===== src/rtl/div_sequencer.sv =====
// Multi-cycle unsigned restoring divider. It performs one shift-and-subtract step per falling clock edge
// and is driven through a start/busy/done handshake.
module div_sequencer #(
    parameter int WIDTH = 32,
    parameter int CNT_W = 6
) (
    input  logic             clk,
    input  logic             reset,
    input  logic             start,
    input  logic [WIDTH-1:0] dividend,
    input  logic [WIDTH-1:0] divisor,
    output logic             busy,
    output logic             done,
    output logic [WIDTH-1:0] quotient,
    output logic [WIDTH-1:0] remainder,
    output logic             div_zero
);

    typedef enum logic [1:0] {
        ST_IDLE = 2'd0,
        ST_RUN  = 2'd1,
        ST_DONE = 2'd2
    } state_t;

    localparam logic [CNT_W-1:0] LAST_CNT = CNT_W'(WIDTH - 1);

    state_t           state_r;
    state_t           state_nxt_s;
    logic [WIDTH-1:0] rem_r;
    logic [WIDTH-1:0] quo_r;
    logic [WIDTH-1:0] dvs_r;
    logic [CNT_W-1:0] count_r;

    // The trial value is one bit wider than the remainder, so the compare cannot overflow.
    logic [WIDTH:0]   trial_s;
    logic [WIDTH-1:0] rem_step_s;
    logic [WIDTH-1:0] quo_step_s;
    logic             fits_s;
    logic             last_s;
    logic             zero_s;

    // One restoring step: shift in the next dividend bit, then subtract if the divisor fits.
    always_comb begin
        trial_s = {rem_r, quo_r[WIDTH-1]};
        fits_s  = (trial_s >= {1'b0, dvs_r});
        if (fits_s) begin
            rem_step_s = WIDTH'(trial_s - {1'b0, dvs_r});
        end else begin
            rem_step_s = trial_s[WIDTH-1:0];
        end
        quo_step_s = {quo_r[WIDTH-2:0], fits_s};
        last_s     = (count_r == LAST_CNT);
        zero_s     = (divisor == {WIDTH{1'b0}});
    end

    // Next-state logic for the control FSM.
    always_comb begin
        state_nxt_s = state_r;
        case (state_r)
            ST_IDLE: begin
                if (start) begin
                    state_nxt_s = zero_s ? ST_DONE : ST_RUN;
                end else begin
                    state_nxt_s = ST_IDLE;
                end
            end
            ST_RUN: begin
                if (last_s) begin
                    state_nxt_s = ST_DONE;
                end else begin
                    state_nxt_s = ST_RUN;
                end
            end
            ST_DONE: state_nxt_s = ST_IDLE;
            default: state_nxt_s = ST_IDLE;
        endcase
    end

    // State register, plus the busy/done flags registered from the next state.
    always_ff @(negedge clk or posedge reset) begin
        if (reset) begin
            state_r <= ST_IDLE;
            busy    <= 1'b0;
            done    <= 1'b0;
        end else begin
            state_r <= state_nxt_s;
            busy    <= (state_nxt_s != ST_IDLE);
            done    <= (state_nxt_s == ST_DONE);
        end
    end

    // Datapath: operand capture, iteration, and the result registers.
    always_ff @(negedge clk or posedge reset) begin
        if (reset) begin
            rem_r     <= {WIDTH{1'b0}};
            quo_r     <= {WIDTH{1'b0}};
            dvs_r     <= {WIDTH{1'b0}};
            count_r   <= {CNT_W{1'b0}};
            quotient  <= {WIDTH{1'b0}};
            remainder <= {WIDTH{1'b0}};
            div_zero  <= 1'b0;
        end else begin
            case (state_r)
                ST_IDLE: begin
                    if (start) begin
                        dvs_r    <= divisor;
                        quo_r    <= dividend;
                        rem_r    <= {WIDTH{1'b0}};
                        count_r  <= {CNT_W{1'b0}};
                        div_zero <= zero_s;
                        // A zero divisor completes immediately with the conventional all-ones quotient.
                        if (zero_s) begin
                            quotient  <= {WIDTH{1'b1}};
                            remainder <= dividend;
                        end
                    end
                end
                ST_RUN: begin
                    rem_r   <= rem_step_s;
                    quo_r   <= quo_step_s;
                    count_r <= count_r + CNT_W'(1);
                    if (last_s) begin
                        quotient  <= quo_step_s;
                        remainder <= rem_step_s;
                    end
                end
                default: begin
                    count_r <= count_r;
                end
            endcase
        end
    end

endmodule


===== config.mk =====
export PLATFORM = sky130hd
export DESIGN_NAME = div_sequencer
export DESIGN_NICKNAME = d
export VERILOG_FILES = /design/src/rtl/div_sequencer.sv
export SDC_FILE = /design/constraint.sdc
export NUM_CORES = 1
export LEC_CHECK = 0
export CORE_ASPECT_RATIO = 2
export CORE_MARGIN = 8
export CORE_UTILIZATION = 40
export DETAILED_ROUTE_END_ITERATION = 16
export GPL_TIMING_DRIVEN = 1
export SYNTH_ARGS = -nofsm -noshare
export SYNTH_HDL_FRONTEND = slang
export SYNTH_SLANG_ARGS = --single-unit

===== constraint.sdc =====
create_clock -name clk -period 13.7 [get_ports clk]
set_clock_uncertainty 0.15 [all_clocks]
set_input_delay 2.74 -clock clk [delete_from_list [all_inputs] [get_ports clk]]
set_output_delay 2.74 -clock clk [all_outputs]
set_load 0.01 [all_outputs]

==> run metrics, run 1 <==
Clock transition at path regs 0.05 ns; ANT cells 0; Comb power frac 0.584; Final setup violation count 0; initial core utilization 0.402; gpl congestion 0.910; number of flops mapped to enable cells by yosys 0; total negative setup slack 0 ns; DP HPWL 20800 µm; main combinational cell family by area after synthesis compound AO/OA/AOI/OAI gates; hold depth 1; Final ANT Viol Nets 0; Synth Cell Area 0.00903 mm²; CTS tree yes; crit-path leading delay family simple AND/OR/NAND/NOR gates; Max Slew Vio Count 0; Global Route Usage Sum 0.204; chip width 122 µm; Critical Path RT 6.92 ns; clock share of power 0.145; Boundary Pins 134; # hold bufs at CTS 0; Final nets 1231; final cell count without fillers 1422; # DRC 0; leakage power 4.75 nW; Worst Path Buf+Inv 2; Hold Path Sink count_r[5]$_DFFE_NP0P_; register bit total from synthesis 171; Num CTS Buffers 17; synth warn 0; worst r2r path cells 10; initial antenna violation count 0; Synth area leaders dfrtn_1, nand2_1, o21ai_0; WP data arrival 5.27 ns; multi-input logic area 0.00432 mm²; Placed Instances 1391; Syn-to-layout area delta 23.6%; adder-cell share of the synthesized area 0.0479; post-synthesis sequential area ratio 0.474; slowest CP cell clkdlybuf4s50_1; maximum buffer depth of the clock tree 2; Synth Area per Inst 8.69 µm²; register area 0.00428 mm²; syn_nets 1140; PD cells 311 mW/mm²; Routed WL 27900 µm; CP peak stage delay 0.42 ns; internal power 1.90 mW; power share of the sequential group 0.272; max cap viols 0; chip height 229 µm; switching power share of the total 0.454; Synth top area share 0.474; Primary FF master, synth dfrtn_1; Mapped Cells 1039; critical path type in -> reg; via count 7955; RSZ-0062 raised after global routing false; post-synthesis mux area share 0.00471; Post-Synth XOR/XNOR Area 0.0272; Yosys top cell by area dfrtn_1; first-pass GRT wire length 44300 µm; Die ar. 0.0279 mm²; Max VDD drop 0.000181 V; endpoints failing hold 0; largest net degree at the start of global routing 102; CP endpoint kind register; Fill cells 2166; Tightest Pin Transition 1.18 ns; Post-Synth Simple-Gate Area 0.176; Via density 5.59; Crit Path Max Fanout 101; drt first-iter violations 588; CTS Root Cell clkbuf_16; Setup crit start kind primary input; asr flop ratio synth 1.00; Sink Count 171; terminus of the critical flop-to-flop path remainder[20]$_DFFE_NP0P_; Rows 78; H-Tree Depth 4; wire per inst 19.6 µm; Power, Total 3.48 mW; Netlist cell types 67; # resized after CTS 0; vias in the first global route 8162; WP depth 8; fraction of layout cells with a size suffix above 1 0.0455; CP Cell Sequence clkdlybuf4s50_1, nor4_1, nand4_1, nor2_1, a22oi_1, nor2_4, buf_12, a21oi_1; Detailed Routing Iterations Pass 1 6; reg2reg setup slack 9.83 ns; reg2reg start dvs_r[4]$_DFFE_NP0P_; core area 0.0224 mm²; worst min-delay path startpoint count_r[5]$_DFFE_NP0P_; Overflow after GRT 0; Slew headroom 0.216; port buffer count 133; Clock Latency Late Sink 0.41 ns; post-CTS setup buffers 0; Sw Pwr 1.58 mW; hold crit path type reg -> reg; Compound-Gate Fraction of Synth Area 0.221; outcome completed
## logic make-up (layout without fill, tap and decap cells)
logic type	after synthesis	in the layout
AND/OR/NAND/NOR	373	373
multiplexers	4	4
XOR/XNOR	28	28
adder cells (fa/ha/maj)	34	34
flip-flops	171	171
buffers and inverters	115	218
AO/OA/AOI/OAI	314	314
## cell usage in the layout (no fill, tap or decap), drive strengths merged, types with 4 or more instances in the layout
master         count
a211oi             7
and3               4
a21o              13
o31ai              4
a211o              4
nor2b              5
a41oi              5
a31oi             29
ha                33
o21ai             90
nand2            185
inv               43
nand4             11
xnor2             16
a22oi             56
dfrtn            171
a21oi             66
clkdlybuf4s50    133
nor2             116
clkinv             4
clkbuf            22
nor4               9
and2               5
o21a              11
xor2              12
buf               10
nand3             20
## worst max path at each step
stage | start | to | slack (ns)
floorplan | reset | busy$_DFF_NP0_ | 1.90
global route | divisor[8] | quotient[21]$_DFFE_NP0P_ | 1.45
CTS | divisor[17] | remainder[4]$_DFFE_NP0P_ | 1.63
global placement | divisor[7] | remainder[5]$_DFFE_NP0P_ | 1.25
detailed placement | divisor[17] | remainder[4]$_DFFE_NP0P_ | 1.19
finish | divisor[7] | quotient[0]$_DFFE_NP0P_ | 1.65
## power groups by stage
| stage | Clock [mW] | Sequential [mW] | Combinational [mW] |
|---|---|---|---|
| 2_1_floorplan | 0 | 0.945 | 1.34 |
| 3_3_place_gp | 0 | 0.947 | 2.00 |
| 3_5_place_dp | 0 | 0.951 | 2.02 |
| 4_1_cts | 0.513 | 0.946 | 2.03 |
| 5_1_grt | 0.530 | 0.977 | 2.24 |
| 6_report | 0.502 | 0.945 | 2.03 |
## per-stage QoR
step / hold slack, ns / utilization / setup slack, ns / area, µm²
CTS: 0.273 / 0.497 / 1.63 / 11200
global placement: 0.263 / 0.470 / 1.25 / 10600
floorplan: 0.240 / - / 1.90 / 9040
detailed placement: 0.272 / 0.470 / 1.19 / 10600
finish: 0.271 / 0.497 / 1.65 / 11200
global route: 0.313 / 0.497 / 1.45 / 11200
## Yosys cell counts, types with 11 or more instances
cell,instances
a21oi_1,65
nor2_1,115
clkbuf_1,61
dfrtn_1,171
a21o_1,13
nand3_1,18
o21a_1,11
a22oi_1,56
xor2_1,12
o21ai_0,89
a31oi_1,29
inv_1,43
nand2_1,185
ha_1,33
xnor2_1,16
nand4_1,11
## state kept, by name, indices dropped and copies added, names as in the netlist
register and cells:
count_r 6, done 1, remainder 32, state_r 2, dvs_r 32, div_zero 1, busy 1, quo_r 32
rem_r 32, quotient 32
## final cells by class
cell class,count,share of cell area
clock inverter,9,0.0124
tap,280,0.0314
sequential,171,0.383
inverter,44,0.0151
clock buffer,22,0.0416
timing repair buffer,143,0.129
multi-input combinational,753,0.387
## metal layers
layer,vias to the layer above,global-route usage,share of wire
met1,3853,0.239,0.41
met5,-,0,0
met3,54,0.0388,0.048
met4,0,0.0924,0.038
met2,221,0.347,0.50
li1,3827,-,-
Note: power is estimated with default switching activity, not from simulation.
==> run 2: changes to the inputs <==
--- a/config.mk
+++ b/config.mk
@@ -10,6 +10,7 @@
 export CORE_UTILIZATION = 40
 export DETAILED_ROUTE_END_ITERATION = 16
 export GPL_TIMING_DRIVEN = 1
+export PLACE_DENSITY_LB_ADDON = 0.15
 export SYNTH_ARGS = -nofsm -noshare
 export SYNTH_HDL_FRONTEND = slang
 export SYNTH_SLANG_ARGS = --single-unit
==> run 2 against run 1 <==
Total power hardly changed. Setup slack got worse by 0.16 ns. Count of clock-buffer cells in the layout fell by 3. Sequential cell count did not move. Via count decreased by 0.58%. Clock power barely moved. Die area stayed put. Critical path depth unchanged. Routed wire length up 1.3%. Core utilization rose by 0.078 points. First-iteration DRC count shrank 7.1%. Cell count grew 0.35%. Critical path type unchanged. Largest cell class unchanged. Highest routed layer unchanged.
==> run metrics, run 2 (synthesis gave the netlist of run 1 again) <==
Fill cells 2223 (+2.6%); Max VDD drop 0.000168 V (-7.0%); wire per inst 19.8 µm (+0.99%); Routed WL 28300 µm (+1.3%); Max Slew Vio Count 0 (unchanged); vias in the first global route 8002 (-2.0%); CP Cell Sequence clkdlybuf4s50_1, nor4_1, nand4_1, nor2_1, a22oi_1, nor2_4, o311ai_0, o22a_1; largest net degree at the start of global routing 83 (-19%); # hold bufs at CTS 0 (unchanged); Final setup violation count 0 (unchanged); Setup crit start kind primary input; RSZ-0062 raised after global routing false; # DRC 0 (unchanged); reg2reg setup slack 9.75 ns (-0.08 ns); most frequent cells in the layout nand2_1, dfrtn_1, clkdlybuf4s50_1; core area 0.0224 mm² (unchanged); post-CTS setup buffers 0 (unchanged); Clock transition at path regs 0.05 ns (about the same); Worst Path Buf+Inv 1 (-1); Critical Path RT 6.96 ns (+0.04 ns); Clock Latency Late Sink 0.41 ns (about the same); maximum buffer depth of the clock tree 2 (unchanged); chip width 122 µm (unchanged); PD cells 311 mW/mm² (-0.15%); initial core utilization 0.402 (unchanged); DP HPWL 21200 µm (+1.7%); Via density 5.54 (-0.93%); hold crit path type reg -> reg; switching power share of the total 0.458 (+0.00343); Sw Pwr 1.59 mW (+0.76%); chip height 229 µm (unchanged); Overflow after GRT 0 (unchanged); power share of the sequential group 0.274 (+0.002); reg2reg start dvs_r[4]$_DFFE_NP0P_; Final WS setup 1.49 ns (-0.159 ns); Slew headroom 0.212 (-0.00354); gpl congestion 0.891 (-2.2%); Layout Utilization 0.498 (+0.000780); CP peak stage delay 0.58 ns (+0.16 ns); CTS tree yes; Rows 78 (unchanged); final cell count without fillers 1427 (+0.35%); Hold Path Sink count_r[0]$_DFFE_NP0P_; Final ANT Viol Nets 0 (unchanged); via count 7909 (-0.58%); worst r2r path cells 10 (unchanged); most common cell after layout, fill and taps aside nand2_1; register area 0.00428 mm² (unchanged); crit-path leading delay family simple AND/OR/NAND/NOR gates; Power, Total 3.48 mW (about the same); max cap viols 0 (unchanged); Comb power frac 0.582 (-0.002); H-Tree Depth 4 (unchanged); fraction of layout cells with a size suffix above 1 0.0506 (+0.00508); Syn-to-layout area delta 23.8%; Sink Count 171 (unchanged); critical path type in -> reg; Tightest Pin Transition 1.18 ns (+0.00532 ns); Setup WS pre-CTS 1.08 ns (-0.106 ns); total negative setup slack 0 ns (unchanged); outcome completed; # resized after CTS 0 (unchanged); Detailed Routing Iterations Pass 1 7 (+1); drt first-iter violations 546 (-7.1%); first-pass GRT wire length 44200 µm (-0.28%); multi-input logic area 0.00431 mm² (-0.12%); endpoints failing hold 0 (unchanged); WP data arrival 5.47 ns (+0.20 ns); Die ar. 0.0279 mm² (unchanged); clock share of power 0.145 (about the same); initial antenna violation count 1 (+1); Placed Instances 1394 (+0.22%); Global Route Usage Sum 0.205 (+0.000964); worst min-delay path startpoint count_r[0]$_DFFE_NP0P_; Num CTS Buffers 17 (unchanged); CTS Root Cell clkbuf_16; port buffer count 133 (unchanged); leakage power 4.77 nW (+0.29%); CP endpoint kind register; Boundary Pins 134 (unchanged); Final nets 1234 (+0.24%); Crit Path Max Fanout 30 (-70%); terminus of the critical flop-to-flop path remainder[22]$_DFFE_NP0P_; hold depth 1 (unchanged); slowest CP cell nor2_4; internal power 1.88 mW (-0.62%)
[run 2: final cells by class]
cell class,instances,area share
antenna,1,0.000224
clock buffer,19,0.0396
clock inverter,13,0.0141
inverter,44,0.0151
multi-input combinational,753,0.386
sequential,171,0.383
tap,280,0.0313
timing repair buffer,146,0.131
[run 2: worst max path at each step]
stage	depth (start not counted)	end	start	slack [ns]
2_1_floorplan	1	busy$_DFF_NP0_	reset	1.90
3_3_place_gp	8	remainder[31]$_DFFE_NP0P_	divisor[0]	1.13
3_5_place_dp	8	remainder[31]$_DFFE_NP0P_	divisor[0]	1.08
4_1_cts	8	remainder[31]$_DFFE_NP0P_	divisor[0]	1.51
5_1_grt	8	remainder[31]$_DFFE_NP0P_	divisor[0]	1.32
6_report	8	remainder[31]$_DFFE_NP0P_	divisor[4]	1.49
[run 2: stage by stage]
step                hold slack (ns)  cell area [µm²]
floorplan                     0.240             9040
finish                        0.282            11200
CTS                           0.282            11200
global route                  0.307            11200
detailed placement            0.289            10600
global placement              0.268            10600
[run 2: power groups by stage]
stage          logic, mW  clock network (mW)  registers (mW)
3_5_place_dp        2.02                   0           0.956
4_1_cts             2.03               0.513           0.950
3_3_place_gp        1.99                   0           0.954
5_1_grt             2.23               0.533           0.977
6_report            2.02               0.503           0.951
2_1_floorplan       1.34                   0           0.945
[run 2: routing by layer]
metal,track usage,part of all wire
met5,0,0
met4,0.0901,0.035
met3,0.0393,0.047
met2,0.350,0.51
met1,0.240,0.41
==> run 3: changes to the inputs <==
--- a/config.mk
+++ b/config.mk
@@ -7,10 +7,12 @@
 export LEC_CHECK = 0
 export CORE_ASPECT_RATIO = 2
 export CORE_MARGIN = 8
-export CORE_UTILIZATION = 40
+export CORE_UTILIZATION = 59
 export DETAILED_ROUTE_END_ITERATION = 16
 export GPL_TIMING_DRIVEN = 1
 export PLACE_DENSITY_LB_ADDON = 0.15
+export REMOVE_ABC_BUFFERS = 1
+export SETUP_SLACK_MARGIN = 0.4
 export SYNTH_ARGS = -nofsm -noshare
 export SYNTH_HDL_FRONTEND = slang
 export SYNTH_SLANG_ARGS = --single-unit
==> run 3 against run 2 <==
Design area is 1.4% lower. Register-to-register slack got worse by 0.07 ns. Highest routed layer unchanged. Sequential cell count unchanged. Count of clock-buffer cells in the layout up 1. Total power is 0.34% higher. Sequential share of layout area grew 0.55 points. Cell count is 6.0% lower. Via count grew 1.7%. Non-clock buffer count is 1 lower. Critical endpoint is now remainder[13]$_DFFE_NP0P_. Routed wire length is 10% lower. Die area down 29%.
==> run metrics, run 3 (synthesis gave the netlist of run 1 again) <==
outcome completed; largest net degree at the start of global routing 104 (+25%); Syn-to-layout area delta 22.0%; Via density 5.99 (+8.1%); Setup crit start kind primary input; gr busiest metal met2; met1 Usage GRT 0.313 (+0.0726); Slew headroom 0.238 (+0.0262); most frequent cells in the layout nand2_1, dfrtn_1, clkdlybuf4s50_1; CP endpoint kind register; # DRC 0 (unchanged); CP Launch Point divisor[7]; Fill cells 1131 (-49%); Crit Path Max Fanout 59 (+97%); vias in the first global route 8012 (+0.12%); CP peak stage delay 0.65 ns (+0.07 ns); Sink Count 171 (unchanged); port buffer count 133 (unchanged); Detailed Routing Iterations Pass 1 8 (+1); Critical Path RT 6.91 ns (-0.05 ns); H-Tree Depth 4 (unchanged); met3 usage 0.0427 (+0.00335); post-CTS setup buffers 0 (unchanged); Clock transition at path regs 0.05 ns (about the same); slowest CP cell nor4_1; ANT cells 0 (-1); Final setup violation count 0 (unchanged); Routed WL 25400 µm (-10%); CTS tree yes; hold depth 1 (unchanged); core area 0.0151 mm² (-33%); crit-path leading delay family simple AND/OR/NAND/NOR gates; Clock Latency Late Sink 0.40 ns (about the same); PD cells 316 mW/mm² (+1.8%); Final ANT Viol Nets 0 (unchanged); CTS Root Cell clkbuf_16; critical path type in -> reg; RSZ-0062 raised after global routing false; Overflow after GRT 0 (unchanged); Global Route Usage Sum 0.264 (+0.0595); Die ar. 0.0198 mm² (-29%); gpl congestion 0.941 (+5.7%); initial core utilization 0.597 (+0.194); Max VDD drop 0.000249 V (+48%); CP Cell Sequence clkdlybuf4s50_1, nor4_1, nand4_1, nor2_1, a22oi_1, nor2_4, buf_4, a31oi_1; chip width 103 µm (-15%); Layout Utilization 0.728 (+0.230); Boundary Pins 134 (unchanged); fraction of layout cells with a size suffix above 1 0.0490 (-0.00166); DP HPWL 18100 µm (-14%); first-pass GRT wire length 40200 µm (-9.0%); maximum buffer depth of the clock tree 2 (unchanged); Hold WS 0.283 ns (+0.000689 ns); chip height 191 µm (-16%); WP data arrival 5.27 ns (-0.20 ns); # hold bufs at CTS 0 (unchanged); initial antenna violation count 0 (-1); Max Slew Vio Count 0 (unchanged); wire per inst 18.9 µm (-4.5%); via count 8044 (+1.7%); met2 GRT Util 0.420 (+0.0701); drt first-iter violations 498 (-8.8%); Tightest Pin Transition 1.14 ns (-0.0393 ns); Final nets 1233 (-0.081%); hold crit path type reg -> reg; worst min-delay path startpoint count_r[5]$_DFFE_NP0P_; Rows 64 (-18%); # resized after CTS 0 (unchanged); Num CTS Buffers 17 (unchanged); WP depth 8 (unchanged); reg2reg start dvs_r[20]$_DFFE_NP0P_; endpoints failing hold 0 (unchanged); worst r2r path cells 10 (unchanged); Worst Path Buf+Inv 2 (+1); most common cell after layout, fill and taps aside nand2_1; max cap viols 0 (unchanged); Power, Total 3.49 mW (+0.34%); leakage power 4.75 nW (-0.40%)
run 3: routing by layer:
layer  vias to the layer above  routed length, µm  share of wire
met5                         -                  0              0
met2                       275              12400           0.49
li1                       3815                  -              -
met3                        63               1280          0.050
met4                         0               1760          0.069
met1                      3891               9960           0.39
run 3: area by class of cell:
type                    count  area (µm²)  share of cell area
clock buffers              20         457              0.0414
clock inverters            11         134              0.0121
inverters                  44         170              0.0154
multi-input cells         753        4310               0.391
flip-flops and latches    171        4280               0.388
well taps                 198         248              0.0225
repair buffers            145        1420               0.129
run 3: worst register-to-register path, stage by stage, from the launching register on:
cell and delay (ns):
dfrtn_1 0.38, inv_1 0.05, ha_1 0.37, a21o_1 0.27
a311oi_1 0.41, a211oi_1 0.15, a211oi_1 0.39, inv_1 0.11
o21a_1 0.60, a22oi_1 0.79, a31oi_1 0.16
run 3: final timing paths:
| kind | to | slack [ns] |
|---|---|---|
| max reg2reg | remainder[14]$_DFFE_NP0P_ | 9.68 |
| max | remainder[13]$_DFFE_NP0P_ | 1.64 |
| min reg2reg | count_r[5]$_DFFE_NP0P_ | 0.28 |
| max in group asynchronous | rem_r[9]$_DFFE_NP0P_ | 2.93 |
| min in group asynchronous | quotient[26]$_DFFE_NP0P_ | 9.45 |
| min | count_r[5]$_DFFE_NP0P_ | 0.28 |
run 3: through the flow:
stage / setup TNS [ns] / instance area [µm²] / std cells / setup WS (ns)
after global routing: 0 / 11000 / 1342 / 1.41
after global placement: 0 / 10400 / 1311 / 1.20
final: 0 / 11000 / 1342 / 1.64
after floorplan: -202.56 / 8740 / 968 / -2.48
after CTS: 0 / 11000 / 1342 / 1.60
after detailed placement: 0 / 10400 / 1311 / 1.18
run 3: power breakdown:
part	switching (mW)	internal, mW	total (mW)
sequential	0.159	0.780	0.939
combinational	1.24	0.822	2.06
clock	0.206	0.280	0.487
total	1.60	1.88	3.49
